File: config.mk
export PLATFORM = sky130hd
export DESIGN_NAME = sga_sonar_scheduler
export DESIGN_NICKNAME = d
export VERILOG_FILES = /design/src/rtl/sga_sonar_scheduler.sv
export SDC_FILE = /design/constraint.sdc
export NUM_CORES = 1
export LEC_CHECK = 0
export CORE_MARGIN = 3
export CORE_UTILIZATION = 25
export CTS_BUF_LIST = sky130_fd_sc_hd__clkbuf_8
export CTS_CLUSTER_DIAMETER = 80
export DETAILED_ROUTE_END_ITERATION = 16
export GPL_ROUTABILITY_DRIVEN = 0
export SYNTH_ARGS = -nofsm -noshare
export SYNTH_HDL_FRONTEND = slang
export SYNTH_SLANG_ARGS = --single-unit
File: constraint.sdc
create_clock -name clock -period 6.6 [get_ports clock]
set_input_delay 0.66 -clock clock [delete_from_list [all_inputs] [get_ports clock]]
set_output_delay 0.66 -clock clock [all_outputs]
set_load 0.1 [all_outputs]
File: src/rtl/sga_sonar_scheduler.sv
// sga_sonar_scheduler: one left-then-right HC-SR04 round per medir request, classifying each echo to drive esq/dir.
// Latency: 2*TRIG + 2*GUARD + rise waits + echo widths + sync overhead + 3 clocks; pronto pulses once per round.
// No backpressure: medir is only sampled in IDLE and never queued. Macro SONAR_HYST_EN commits only repeated decisions.
module sga_sonar_scheduler #(
    parameter int TRIG_CYCLES    = 500,
    parameter int TIMEOUT_CYCLES = 1500000,
    parameter int GUARD_CYCLES   = 3000000,
    parameter int THRESH_CYCLES  = 29000
) (
    input  logic       clock,
    input  logic       reset,
    input  logic       medir,
    input  logic       echo_esq,
    input  logic       echo_dir,
    output logic       trigger_esq,
    output logic       trigger_dir,
    output logic       esq,
    output logic       dir,
    output logic       pronto,
    output logic       timeout_esq,
    output logic       timeout_dir,
    output logic [3:0] db_state
);

    localparam int MAX_AB = (TRIG_CYCLES > TIMEOUT_CYCLES) ? TRIG_CYCLES : TIMEOUT_CYCLES;
    localparam int MAX_CD = (GUARD_CYCLES > THRESH_CYCLES) ? GUARD_CYCLES : THRESH_CYCLES;
    localparam int MAXP   = (MAX_AB > MAX_CD) ? MAX_AB : MAX_CD;
    localparam int CW     = $clog2(MAXP) + 1;

    localparam logic [CW-1:0] TRIG_M1    = CW'(TRIG_CYCLES - 1);
    localparam logic [CW-1:0] TIMEOUT_M1 = CW'(TIMEOUT_CYCLES - 1);
    localparam logic [CW-1:0] GUARD_M1   = CW'(GUARD_CYCLES - 1);
    localparam logic [CW-1:0] THRESH_M1  = CW'(THRESH_CYCLES - 1);
    localparam logic [CW-1:0] CNT_MAX    = '1;

    typedef enum logic [3:0] {
        IDLE    = 4'h0,
        TRIG_E  = 4'h1,
        RISE_E  = 4'h2,
        MEAS_E  = 4'h3,
        GUARD_E = 4'h4,
        TRIG_D  = 4'h5,
        RISE_D  = 4'h6,
        MEAS_D  = 4'h7,
        GUARD_D = 4'h8,
        DECIDE  = 4'h9,
        DONE    = 4'hA
    } state_t;

    state_t          state_q, state_d;
    logic [CW-1:0]   cnt_q, cnt_d;
    logic            near_e_q, near_e_d, near_d_q, near_d_d;
    logic            to_e_q, to_e_d, to_d_q, to_d_d;
    logic            esq_q, esq_d, dir_q, dir_d;
    logic            trig_e_q, trig_d_q, pronto_q;
    logic            esq_s1_q, esq_s2_q, esq_prev_q;
    logic            dir_s1_q, dir_s2_q, dir_prev_q;
    logic            is_dir, echo_s, echo_rise, meas_near;
    logic            set_to, set_near;
    logic [1:0]      dec;
    state_t          guard_st;
`ifdef SONAR_HYST_EN
    logic [1:0]      dec_prev_q, dec_prev_d;
`endif

    // Only the sensor owning the current RISE/MEAS state is looked at; the other echo is ignored.
    assign is_dir    = (state_q == RISE_D) || (state_q == MEAS_D);
    assign guard_st  = is_dir ? GUARD_D : GUARD_E;
    assign echo_s    = is_dir ? dir_s2_q : esq_s2_q;
    assign echo_rise = echo_s & ~(is_dir ? dir_prev_q : esq_prev_q);
    // The edge cycle is spent in RISE, so the echo width seen at the fall is cnt+1.
    assign meas_near = (cnt_q < THRESH_M1);

    always_comb begin
        state_d  = state_q;
        cnt_d    = (cnt_q == CNT_MAX) ? cnt_q : cnt_q + 1'b1;
        near_e_d = near_e_q;
        near_d_d = near_d_q;
        to_e_d   = to_e_q;
        to_d_d   = to_d_q;
        esq_d    = esq_q;
        dir_d    = dir_q;
        set_to   = 1'b0;
        set_near = 1'b0;
        dec      = {near_e_q & ~near_d_q, ~near_e_q & near_d_q};
`ifdef SONAR_HYST_EN
        dec_prev_d = dec_prev_q;
`endif
        case (state_q)
            IDLE: begin
                if (medir) begin
                    state_d = TRIG_E;
                    to_e_d  = 1'b0;
                    to_d_d  = 1'b0;
                end
            end
            TRIG_E:  if (cnt_q == TRIG_M1) state_d = RISE_E;
            TRIG_D:  if (cnt_q == TRIG_M1) state_d = RISE_D;
            RISE_E, RISE_D: begin
                if (echo_rise) begin
                    state_d = is_dir ? MEAS_D : MEAS_E;
                end else if (cnt_q == TIMEOUT_M1) begin
                    state_d = guard_st;
                    set_to  = 1'b1;
                end
            end
            MEAS_E, MEAS_D: begin
                if (!echo_s) begin
                    state_d  = guard_st;
                    set_near = 1'b1;
                end else if (cnt_q == TIMEOUT_M1) begin
                    state_d = guard_st;
                    set_to  = 1'b1;
                end
            end
            GUARD_E: if (cnt_q == GUARD_M1) state_d = TRIG_D;
            GUARD_D: if (cnt_q == GUARD_M1) state_d = DECIDE;
            DECIDE: begin
                state_d = DONE;
`ifdef SONAR_HYST_EN
                dec_prev_d = dec;
                if (dec == dec_prev_q) {esq_d, dir_d} = dec;
`else
                {esq_d, dir_d} = dec;
`endif
            end
            DONE:    state_d = IDLE;
            default: state_d = IDLE;
        endcase

        // A timeout always records the sensor as far.
        if (set_to || set_near) begin
            if (is_dir) begin
                to_d_d   = to_d_q | set_to;
                near_d_d = set_near & meas_near;
            end else begin
                to_e_d   = to_e_q | set_to;
                near_e_d = set_near & meas_near;
            end
        end

        if (state_d != state_q) cnt_d = '0;
    end

    always_ff @(posedge clock or negedge reset) begin
        if (!reset) begin
            esq_s1_q   <= 1'b0;
            esq_s2_q   <= 1'b0;
            esq_prev_q <= 1'b0;
            dir_s1_q   <= 1'b0;
            dir_s2_q   <= 1'b0;
            dir_prev_q <= 1'b0;
        end else begin
            esq_s1_q   <= echo_esq;
            esq_s2_q   <= esq_s1_q;
            esq_prev_q <= esq_s2_q;
            dir_s1_q   <= echo_dir;
            dir_s2_q   <= dir_s1_q;
            dir_prev_q <= dir_s2_q;
        end
    end

    always_ff @(posedge clock or negedge reset) begin
        if (!reset) begin
            state_q  <= IDLE;
            cnt_q    <= '0;
            near_e_q <= 1'b0;
            near_d_q <= 1'b0;
            to_e_q   <= 1'b0;
            to_d_q   <= 1'b0;
            esq_q    <= 1'b0;
            dir_q    <= 1'b0;
            trig_e_q <= 1'b0;
            trig_d_q <= 1'b0;
            pronto_q <= 1'b0;
        end else begin
            state_q  <= state_d;
            cnt_q    <= cnt_d;
            near_e_q <= near_e_d;
            near_d_q <= near_d_d;
            to_e_q   <= to_e_d;
            to_d_q   <= to_d_d;
            esq_q    <= esq_d;
            dir_q    <= dir_d;
            // Triggers follow the next state, so they are exclusive by construction.
            trig_e_q <= (state_d == TRIG_E);
            trig_d_q <= (state_d == TRIG_D);
            pronto_q <= (state_d == DONE);
        end
    end

`ifdef SONAR_HYST_EN
    always_ff @(posedge clock or negedge reset) begin
        if (!reset) dec_prev_q <= 2'b00;
        else        dec_prev_q <= dec_prev_d;
    end
`endif

    assign trigger_esq = trig_e_q;
    assign trigger_dir = trig_d_q;
    assign esq         = esq_q;
    assign dir         = dir_q;
    assign pronto      = pronto_q;
    assign timeout_esq = to_e_q;
    assign timeout_dir = to_d_q;
    assign db_state    = state_q;

endmodule

==> results.py, run 1 <==
metrics = {
    "sta": {
        "period_share": 0.4497,
        "rsz0062_at_grt": "no",
        "slew_violations": 0,
        "min_period_ps": 2968,
        "hold_viol_final": 0,
        "worst_pin_slew_ps": 964.6,
        "clock_skew_ps": 4.945,
        "fmax_mhz": 337.0,
        "slew_headroom": 0.3549,
        "setup_tns_ps": 0,
        "setup_viol": 0,
    },
    "synthesis": {
        "ys_warn_count": 0,
        "synth_edf_count": 0,
        "netlist_top_cells_area": "dfrtp_1 (46%), xnor2_1 (5.3%), nor3_1 (4.3%)",
        "synth_most_common_cell": "dfrtp_1",
        "synth_cell_type_count": 47,
        "synthDominantAreaCellType": "dfrtp_1",
        "yosys.area.top_type_share": 0.4560,
        "ys_seq_area_frac": 0.4560,
        "ys.flop_type": "dfrtp_1",
        "async_flop_share": 1.000,
        "synth_commonest_cells": "dfrtp_1 (42), nor2_1 (24), nor3_1 (20)",
        "syn_area_per_cell_um2": 9.684,
        "synth_nets": 244,
        "synth-seq-cells": 42,
        "syn_inst": 238,
        "syn_area_um2": 2305,
    },
    "grt": {
        "grt_max_degree": 43,
        "grt_overflow_total": 0,
        "antenna_found_initial": 0,
        "gr-usage-all-layers": 0.1109,
        "grt_first_pass_wirelength_mm": 9.149,
        "first_global_vias": 1814,
    },
    "worst_setup_path": {
        "crit_type": "reg2reg",
        "critPathMaxFanout": 15,
        "slowest_delay_ps": 710,
        "start_kind": "register",
        "cp_slowest_cell": "o211ai_2",
        "rrSetupSlack_ps": 3630,
        "required_ps": 6750,
        "endpoint_kind": "register",
        "crit_arrival_ps": 3120,
        "cp_cell_sequence": "or4_1 -> or3_1 -> nor2_1 -> o21ai_0 -> o211ai_2 -> nor3_1",
    },
    "routing": {
        "dr.pass1.iters": 4,
        "drc": 0,
        "wire_per_inst_um": 14.92,
        "antenna_left": 0,
        "viasPerCell": 5.222,
        "first_iter_violations": 106,
        "wirelength_mm": 5.386,
        "dr_total_vias": 1885,
    },
    "floorplanning": {
        "start_util": 0.2605,
        "dieArea_um2": 10410,
        "die_h_um": 102.0,
        "ios": 16,
        "core_area_um2": 8848,
        "die_w_um": 102.0,
        "num_rows": 34,
    },
    "min_path": {
        "worst_hold_path_type": "reg2reg",
    },
    "clocking": {
        "cts-resized-gates": 0,
        "cts_tree": "built",
        "cts-htree-levels": 2,
        "clockBufferDepth": 2,
        "cts_root_buffer": "clkbuf_8",
        "path_clk_slew_ps": 80,
        "hold_buffers": 0,
        "numClockSinks": 42,
        "post-cts-setup-buffer-count": 0,
        "cts_buffers": 5,
        "clk-insertion-delay-late_ps": 300,
    },
    "power": {
        "finalPower_uw": 475.0,
        "powerDensity_nw_per_um2": 179.0,
        "power.leakage_uw": 0.001096,
        "ir_worst_vdd_v": 0.00007091,
    },
    "run": {
        "drv_cap": 0,
    },
    "layout": {
        "largest_reg_flops": 23,
        "area_delta_synth_final_pct": 15.15,
        "antenna-diode-count": 0,
        "drive_gt1_frac": 0.07510,
        "fin_nets": 258,
        "largest-register": "cnt_q",
    },
    "place": {
        "numPortBuffers": 15,
        "hpwl_mm": 3.843,
    },
    "run_status": {
        "status": "finished clean",
    },
}
-- routing by layer --
layer  vias to the layer above  GRT usage  wire [um]
li1                        900          -          -
met1                       936     0.1608       2572
met2                        43     0.1629       2512
met3                         6    0.02184        215
met4                         0    0.04137         85
met5                         -          0          0
-- worst max-delay path, delay by kind of cell, from the launching register on --
| kind | cells | cell delay (ps) |
|---|---|---|
| flops | 1 | 440 |
| simple gates | 4 | 1380 |
| compound gates | 2 | 980 |
-- cell usage in the layout, fill, tap and decap left out, types with 5 or more instances in the layout --
cell type and n:
xnor2_1 14, nor3b_1 5, a21oi_1 6, nand2_1 18, and3_1 8, nand3b_1 7, dfrtp_1 42, nor2b_1 6
o21ai_0 5, nand4_1 9, nor2_1 24, clkdlybuf4s50_1 14, nand3_1 8, clkbuf_8 5, nor3_1 20, and4_1 5
-- metrics by stage --
stage               std cells  worst slack, ps    util  instance area [um2]  hold slack, ps
floorplan                 238             3777       -                 2305           331.2
global placement          353             3752  0.2870                 2540           335.5
detailed placement        353             3680  0.2870                 2540           336.3
CTS                       361             3672  0.2999                 2654           356.6
global route              361             3448  0.2999                 2654           367.5
finish                    361             3632  0.2999                 2654           355.3
-- cell families after synthesis --
kind of cell    after synthesis  synth area share
simple gates                129            0.3198
flops                        42            0.4560
compound gates               31           0.09284
xor+xnor                     18           0.06840
buf+inv                      11           0.02443
mux                           6           0.03311
fa+ha+maj                     1          0.005428
-- where the power goes --
part	switching (uW)	leakage (uW)	total [uW]	internal (uW)
Combinational	5.92	0.000497	8.61	2.68
Clock	93.7	0.0000504	206	113
Sequential	1.29	0.000548	260	259
Total	101	0.00110	475	374
-- cell type report --
| class | count | area [um2] |
|---|---|---|
| fillers | 929 | 6195 |
| multi-input cells | 185 | 1197 |
| flip-flops and latches | 42 | 1051 |
| repair buffers | 15 | 145.1 |
| well taps | 108 | 135.1 |
| clock buffers | 5 | 68.82 |
| clock inverters | 3 | 45.04 |
| inverters | 3 | 11.26 |
-- final timing paths --
kind | startpoint | to | cells past startpoint
min in group asynchronous | reset | esq$_DFFE_PN0N_ | 1
hold reg to reg | esq_s1_q$_DFF_PN0_ | esq_s2_q$_DFF_PN0_ | 0
setup / recovery | cnt_q[16]$_DFFE_PN0P_ | cnt_q[0]$_DFFE_PN0P_ | 6
hold / removal | esq_s1_q$_DFF_PN0_ | esq_s2_q$_DFF_PN0_ | 0
setup reg to reg | cnt_q[16]$_DFFE_PN0P_ | cnt_q[0]$_DFFE_PN0P_ | 6
max in group asynchronous | reset | cnt_q[3]$_DFFE_PN0P_ | 1
(Power assumes the default switching activity.)
==> run 2, diff against run 1 <==
==> constraint.sdc (replaced) <==
create_clock -name clock -period 2.56 [get_ports clock]
set_input_delay 0.256 -clock clock [delete_from_list [all_inputs] [get_ports clock]]
set_output_delay 0.256 -clock clock [all_outputs]
set_load 0.1 [all_outputs]
==> run 2 against run 1 <==
  * Total power is 140% higher
  * Cell count is 4.4% higher
  * Register-to-register slack worse by 3500 ps
  * Global-route usage is 0.19 points lower
  * Worst hold slack worse by 270 ps
  * Die area stayed put
  * Sequential power grew to 2.6 times the previous value
  * Count of clock-buffer cells in the layout is 1 higher
  * Cell area is 5.4% higher
  * Flip-flop and latch count stayed put
  * First-iteration DRC count is 23% higher
==> results.py, run 2 (synthesis results as in run 1) <==
metrics = {
    "worst_setup_path": {
        "start_kind": "register",
        "critPathMaxFanout": 4,
        "required_ps": 2740,
        "rr_worst_depth": 6,
        "endpoint": "trigger_dir$_DFF_PN0_",
        "rrSetupSlack_ps": 110,
        "startpoint": "cnt_q[16]$_DFFE_PN0P_",
        "endpoint_kind": "register",
        "crit_type": "reg2reg",
        "crit_arrival_ps": 2630,
        "reg2reg_from": "cnt_q[16]$_DFFE_PN0P_",
        "r2r_end": "trigger_dir$_DFF_PN0_",
    },
    "clocking": {
        "cts-htree-levels": 2,
        "cts_root_buffer": "clkbuf_8",
        "clockBufferDepth": 2,
        "clk-insertion-delay-late_ps": 300,
        "path_clk_slew_ps": 80,
        "cts_tree": "built",
        "numClockSinks": 42,
        "post-cts-setup-buffer-count": 0,
        "cts_buffers": 5,
    },
    "layout": {
        "post-route-util": 0.3160,
        "drive_gt1_frac": 0.2119,
        "fin_nets": 274,
        "antenna-diode-count": 0,
        "area_delta_synth_final_pct": 21.34,
        "largest_reg_flops": 23,
        "final_cell_mix": "dfrtp_1 (39), buf_4 (25), nor2_1 (23)",
        "fin_area_um2": 2796,
        "layoutNonFillerInstCount": 377,
        "final_common_cell": "dfrtp_1",
        "largest-register": "cnt_q",
    },
    "floorplanning": {
        "die_w_um": 102.0,
        "dieArea_um2": 10410,
        "ios": 16,
        "num_rows": 34,
        "core_area_um2": 8848,
        "start_util": 0.2605,
        "die_h_um": 102.0,
    },
    "sta": {
        "slew_headroom": 0.3915,
        "clock_skew_ps": 6.096,
        "min_period_ps": 2447,
        "worst_pin_slew_ps": 912.7,
        "rsz0062_at_grt": "no",
        "hold_viol_final": 0,
        "setup_viol": 0,
        "fmax_mhz": 408.6,
        "whs_ps": 90.09,
        "slew_violations": 0,
        "period_share": 0.9560,
    },
    "routing": {
        "wirelength_mm": 5.515,
        "drc": 0,
        "dr.pass1.iters": 4,
        "first_iter_violations": 130,
        "wire_per_inst_um": 14.63,
        "dr_total_vias": 1952,
        "antenna_left": 0,
        "viasPerCell": 5.178,
    },
    "power": {
        "p_seq_frac": 0.589,
        "power.leakage_uw": 0.001199,
        "p_clk_frac": 0.392,
        "powerDensity_nw_per_um2": 407.1,
        "switching_share": 0.2173,
        "power.switching_uw": 247.3,
        "combPwrFrac": 0.019,
        "intPower_uw": 891.1,
        "ir_worst_vdd_v": 0.0001870,
        "finalPower_uw": 1138,
    },
    "grt": {
        "antenna_found_initial": 0,
        "gr-usage-all-layers": 0.1090,
        "grt_first_pass_wirelength_mm": 9.080,
        "first_global_vias": 1875,
        "grt_overflow_total": 0,
        "grt_max_degree": 43,
    },
    "place": {
        "post_dp_cell_area_um2": 2641,
        "dp_cells": 368,
        "hpwl_mm": 3.949,
        "numPortBuffers": 15,
    },
    "run": {
        "drv_cap": 0,
    },
    "run_status": {
        "status": "finished clean",
    },
    "min_path": {
        "worst_hold_path_type": "in2async",
    },
}
[run 2: per-stage QoR]
stage	setup slack (ps)	setup TNS [ps]
after floorplan	18.09	0
after global placement	24.99	0
after detailed placement	-42.29	-411.8
after CTS	-11.51	-54.48
after global routing	4.762	0
final	112.6	0
[run 2: worst min-delay path by stage]
stage | endpoint | cells past startpoint | start
floorplan | cnt_q[0]$_DFFE_PN0P_ | 0 | reset
global route | cnt_q[4]$_DFFE_PN0P_ | 1 | reset
CTS | cnt_q[3]$_DFFE_PN0P_ | 1 | reset
finish | db_state[0]$_DFF_PN0_ | 1 | reset
detailed placement | dir_s2_q$_DFF_PN0_ | 0 | dir_s1_q$_DFF_PN0_
global placement | esq_s2_q$_DFF_PN0_ | 0 | esq_s1_q$_DFF_PN0_
[run 2: power groups by stage]
| stage | sequential, uW | combinational (uW) | clock, uW |
|---|---|---|---|
| floorplan | 683 | 3.74 | 0 |
| global placement | 684 | 23.0 | 0 |
| detailed placement | 684 | 23.3 | 0 |
| CTS | 671 | 23.4 | 460 |
| global route | 671 | 26.2 | 484 |
| finish | 671 | 21.8 | 446 |
[run 2: what timing repair did]
item	4_1_cts	5_1_grt
pin swaps	1	4
hold endpoints to repair	0	0
hold buffers	0	0
cloned	0	1
gates resized for setup	4	8
setup endpoints to repair	15	28
[run 2: worst max-delay path: stages, from the launching register on]
cell      delay [ps]
dfrtp_1          390
or4_4            560
or3_4            410
nor3b_1          250
mux2_2           370
a221oi_2         270
nor3_1            70
[run 2: layout make-up]
type / count / area, um2
Sequential cell: 42 / 1055
Tap cell: 108 / 135.1
Fill cell: 910 / 6052
Multi-Input combinational cell: 186 / 1257
Clock inverter: 2 / 12.51
Timing Repair Buffer: 30 / 242.7
Clock buffer: 6 / 82.58
Inverter: 3 / 11.26
[run 2: per-layer routing]
layer / wire length [um] / vias up / global-route usage
li1: - / 937 / -
met1: 2550 / 944 / 0.1509
met2: 2481 / 63 / 0.1719
met3: 375 / 8 / 0.02184
met4: 107 / 0 / 0.03330
met5: 0 / - / 0
==> run 3, diff against run 2 <==
--- a/config.mk
+++ b/config.mk
@@ -5,7 +5,6 @@
 export SDC_FILE = /design/constraint.sdc
 export NUM_CORES = 1
 export LEC_CHECK = 0
-export CORE_MARGIN = 3
 export CORE_UTILIZATION = 25
 export CTS_BUF_LIST = sky130_fd_sc_hd__clkbuf_8
 export CTS_CLUSTER_DIAMETER = 80
==> run 3 against run 2 <==
  * Register-to-register slack barely moved
  * Critical path depth is 1 higher
  * Total power is 7.5% higher
  * Clock power rose by 19%
  * First-iteration DRC count is 17% higher
  * Cell area grew 3.4%
  * Die area down 7.7%
  * Combinational power rose by 3%
  * The run now ends with DRC left
  * Clock skew rose by 1.6 ps
  * Via count fell by 1.4%
  * Non-clock buffer count up 4
==> results.py, run 3 (synthesis results as in run 1) <==
metrics = {
    "floorplanning": {
        "die_w_um": 98.02,
        "ios": 16,
        "dieArea_um2": 9607,
        "start_util": 0.2617,
        "num_rows": 34,
        "die_h_um": 98.02,
        "core_area_um2": 8806,
    },
    "worst_setup_path": {
        "start_kind": "register",
        "cp_slowest_cell": "or4_4",
        "critPathMaxFanout": 13,
        "cp_cell_sequence": "or4_4 -> or3_4 -> nor2_4 -> o211ai_1 -> mux2i_4 -> buf_12 -> a2111oi_4",
        "crit_type": "reg2reg",
        "required_ps": 2750,
        "rr_worst_depth": 7,
        "endpoint_kind": "register",
        "crit_arrival_ps": 2640,
        "slowest_delay_ps": 550,
    },
    "grt": {
        "first_global_vias": 1889,
        "antenna_found_initial": 0,
        "grt_overflow_total": 0,
        "grt_first_pass_wirelength_mm": 9.411,
        "gr-usage-all-layers": 0.1210,
        "grt_max_degree": 43,
    },
    "min_path": {
        "worst_hold_path_type": "in2async",
    },
    "routing": {
        "first_iter_violations": 152,
        "viasPerCell": 5.052,
        "wirelength_mm": 5.756,
        "dr.pass1.iters": 10,
        "wire_per_inst_um": 15.11,
        "dr_total_vias": 1925,
        "antenna_left": 0,
        "drc": 1,
    },
    "sta": {
        "slew_violations": 0,
        "clock_skew_ps": 7.688,
        "period_share": 0.9590,
        "setup_viol": 0,
        "rsz0062_at_grt": "no",
        "hold_viol_final": 0,
        "whs_ps": 92.25,
        "worst_pin_slew_ps": 927.2,
        "slew_headroom": 0.3818,
        "fmax_mhz": 407.3,
        "min_period_ps": 2455,
    },
    "clocking": {
        "cts_tree": "built",
        "numClockSinks": 42,
        "cts_buffers": 5,
        "cts_root_buffer": "clkbuf_8",
        "clockBufferDepth": 2,
        "hold_buffers": 0,
        "clk-insertion-delay-late_ps": 290,
        "cts-htree-levels": 2,
        "path_clk_slew_ps": 90,
        "post-cts-setup-buffer-count": 0,
    },
    "layout": {
        "antenna-diode-count": 0,
        "area_delta_synth_final_pct": 25.46,
        "layoutNonFillerInstCount": 381,
        "fill_cells": 873,
        "final_cell_mix": "dfrtp_1 (39), buf_4 (29), nor2_1 (23)",
        "final_common_cell": "dfrtp_1",
        "fin_nets": 278,
        "largest-register": "cnt_q",
        "largest_reg_flops": 23,
        "fin_area_um2": 2892,
        "drive_gt1_frac": 0.2308,
    },
    "place": {
        "numPortBuffers": 15,
        "dp_cells": 372,
        "hpwl_mm": 3.956,
        "post_dp_cell_area_um2": 2671,
    },
    "run_status": {
        "violations": "DRC",
        "status": "complete, but fails checks",
    },
    "power": {
        "ir_worst_vdd_v": 0.0001888,
        "power.leakage_uw": 0.001219,
        "powerDensity_nw_per_um2": 423.1,
    },
    "run": {
        "drv_cap": 0,
    },
}
## run 3: through the flow
stage | util | power (uW) | setup TNS (ps) | worst slack (ps)
after detailed placement | 0.3034 | 707.7 | -1089 | -105.0
final | 0.3284 | 1223 | 0 | 105.0
after floorplan | - | 686.7 | 0 | 18.09
after CTS | 0.3191 | 1242 | 0 | 14.08
after global routing | 0.3284 | 1274 | 0 | 14.75
after global placement | 0.3034 | 707.1 | 0 | 14.46
## run 3: repair_timing
item | 4_1_cts | 5_1_grt
pin swaps | 2 | 3
endpoints found under the setup margin | 15 | 25
gates cloned | 0 | 1
hold endpoints to repair | 0 | 0
gates resized for setup | 5 | 13
## run 3: layer usage
metal | GRT usage | vias up | share of wire
met5 | 0 | - | 0
met4 | 0.04196 | 0 | 0.011
met3 | 0.01503 | 5 | 0.028
met2 | 0.1945 | 41 | 0.47
met1 | 0.1674 | 931 | 0.49
li1 | - | 948 | -
## run 3: critical path: cells and delay by family (launching register included)
kind | cells | cell delay (ps)
AO/OA/AOI/OAI | 2 | 460
buffers and inverters | 1 | 160
AND/OR/NAND/NOR | 3 | 1100
flip-flops | 1 | 390
multiplexers | 1 | 240
## run 3: final cells by class
| type | count | area, um2 | area share |
|---|---|---|---|
| Tap cell | 108 | 135.1 | 0.04673 |
| Sequential cell | 42 | 1055 | 0.3648 |
| Multi-Input combinational cell | 186 | 1304 | 0.4509 |
| Inverter | 3 | 11.26 | 0.003894 |
| Clock inverter | 3 | 45.04 | 0.01558 |
| Timing Repair Buffer | 34 | 272.8 | 0.09433 |
| Clock buffer | 5 | 68.82 | 0.02380 |
## run 3: worst paths after layout
check | start | end | slack [ps]
max reg2reg | cnt_q[16]$_DFFE_PN0P_ | cnt_q[20]$_DFFE_PN0P_ | 110
max | cnt_q[16]$_DFFE_PN0P_ | cnt_q[20]$_DFFE_PN0P_ | 110
min reg2reg | esq_s1_q$_DFF_PN0_ | esq_s2_q$_DFF_PN0_ | 360
min in group clock | esq_s1_q$_DFF_PN0_ | esq_s2_q$_DFF_PN0_ | 360
max in group asynchronous | reset | db_state[1]$_DFF_PN0_ | 1840
min | reset | timeout_esq$_DFF_PN0_ | 90
## run 3: power by group
| group | internal, uW | switching (uW) |
|---|---|---|
| sequential | 667 | 3.31 |
| clock | 290 | 240 |
| combinational | 7.01 | 15.4 |
| total | 965 | 259 |
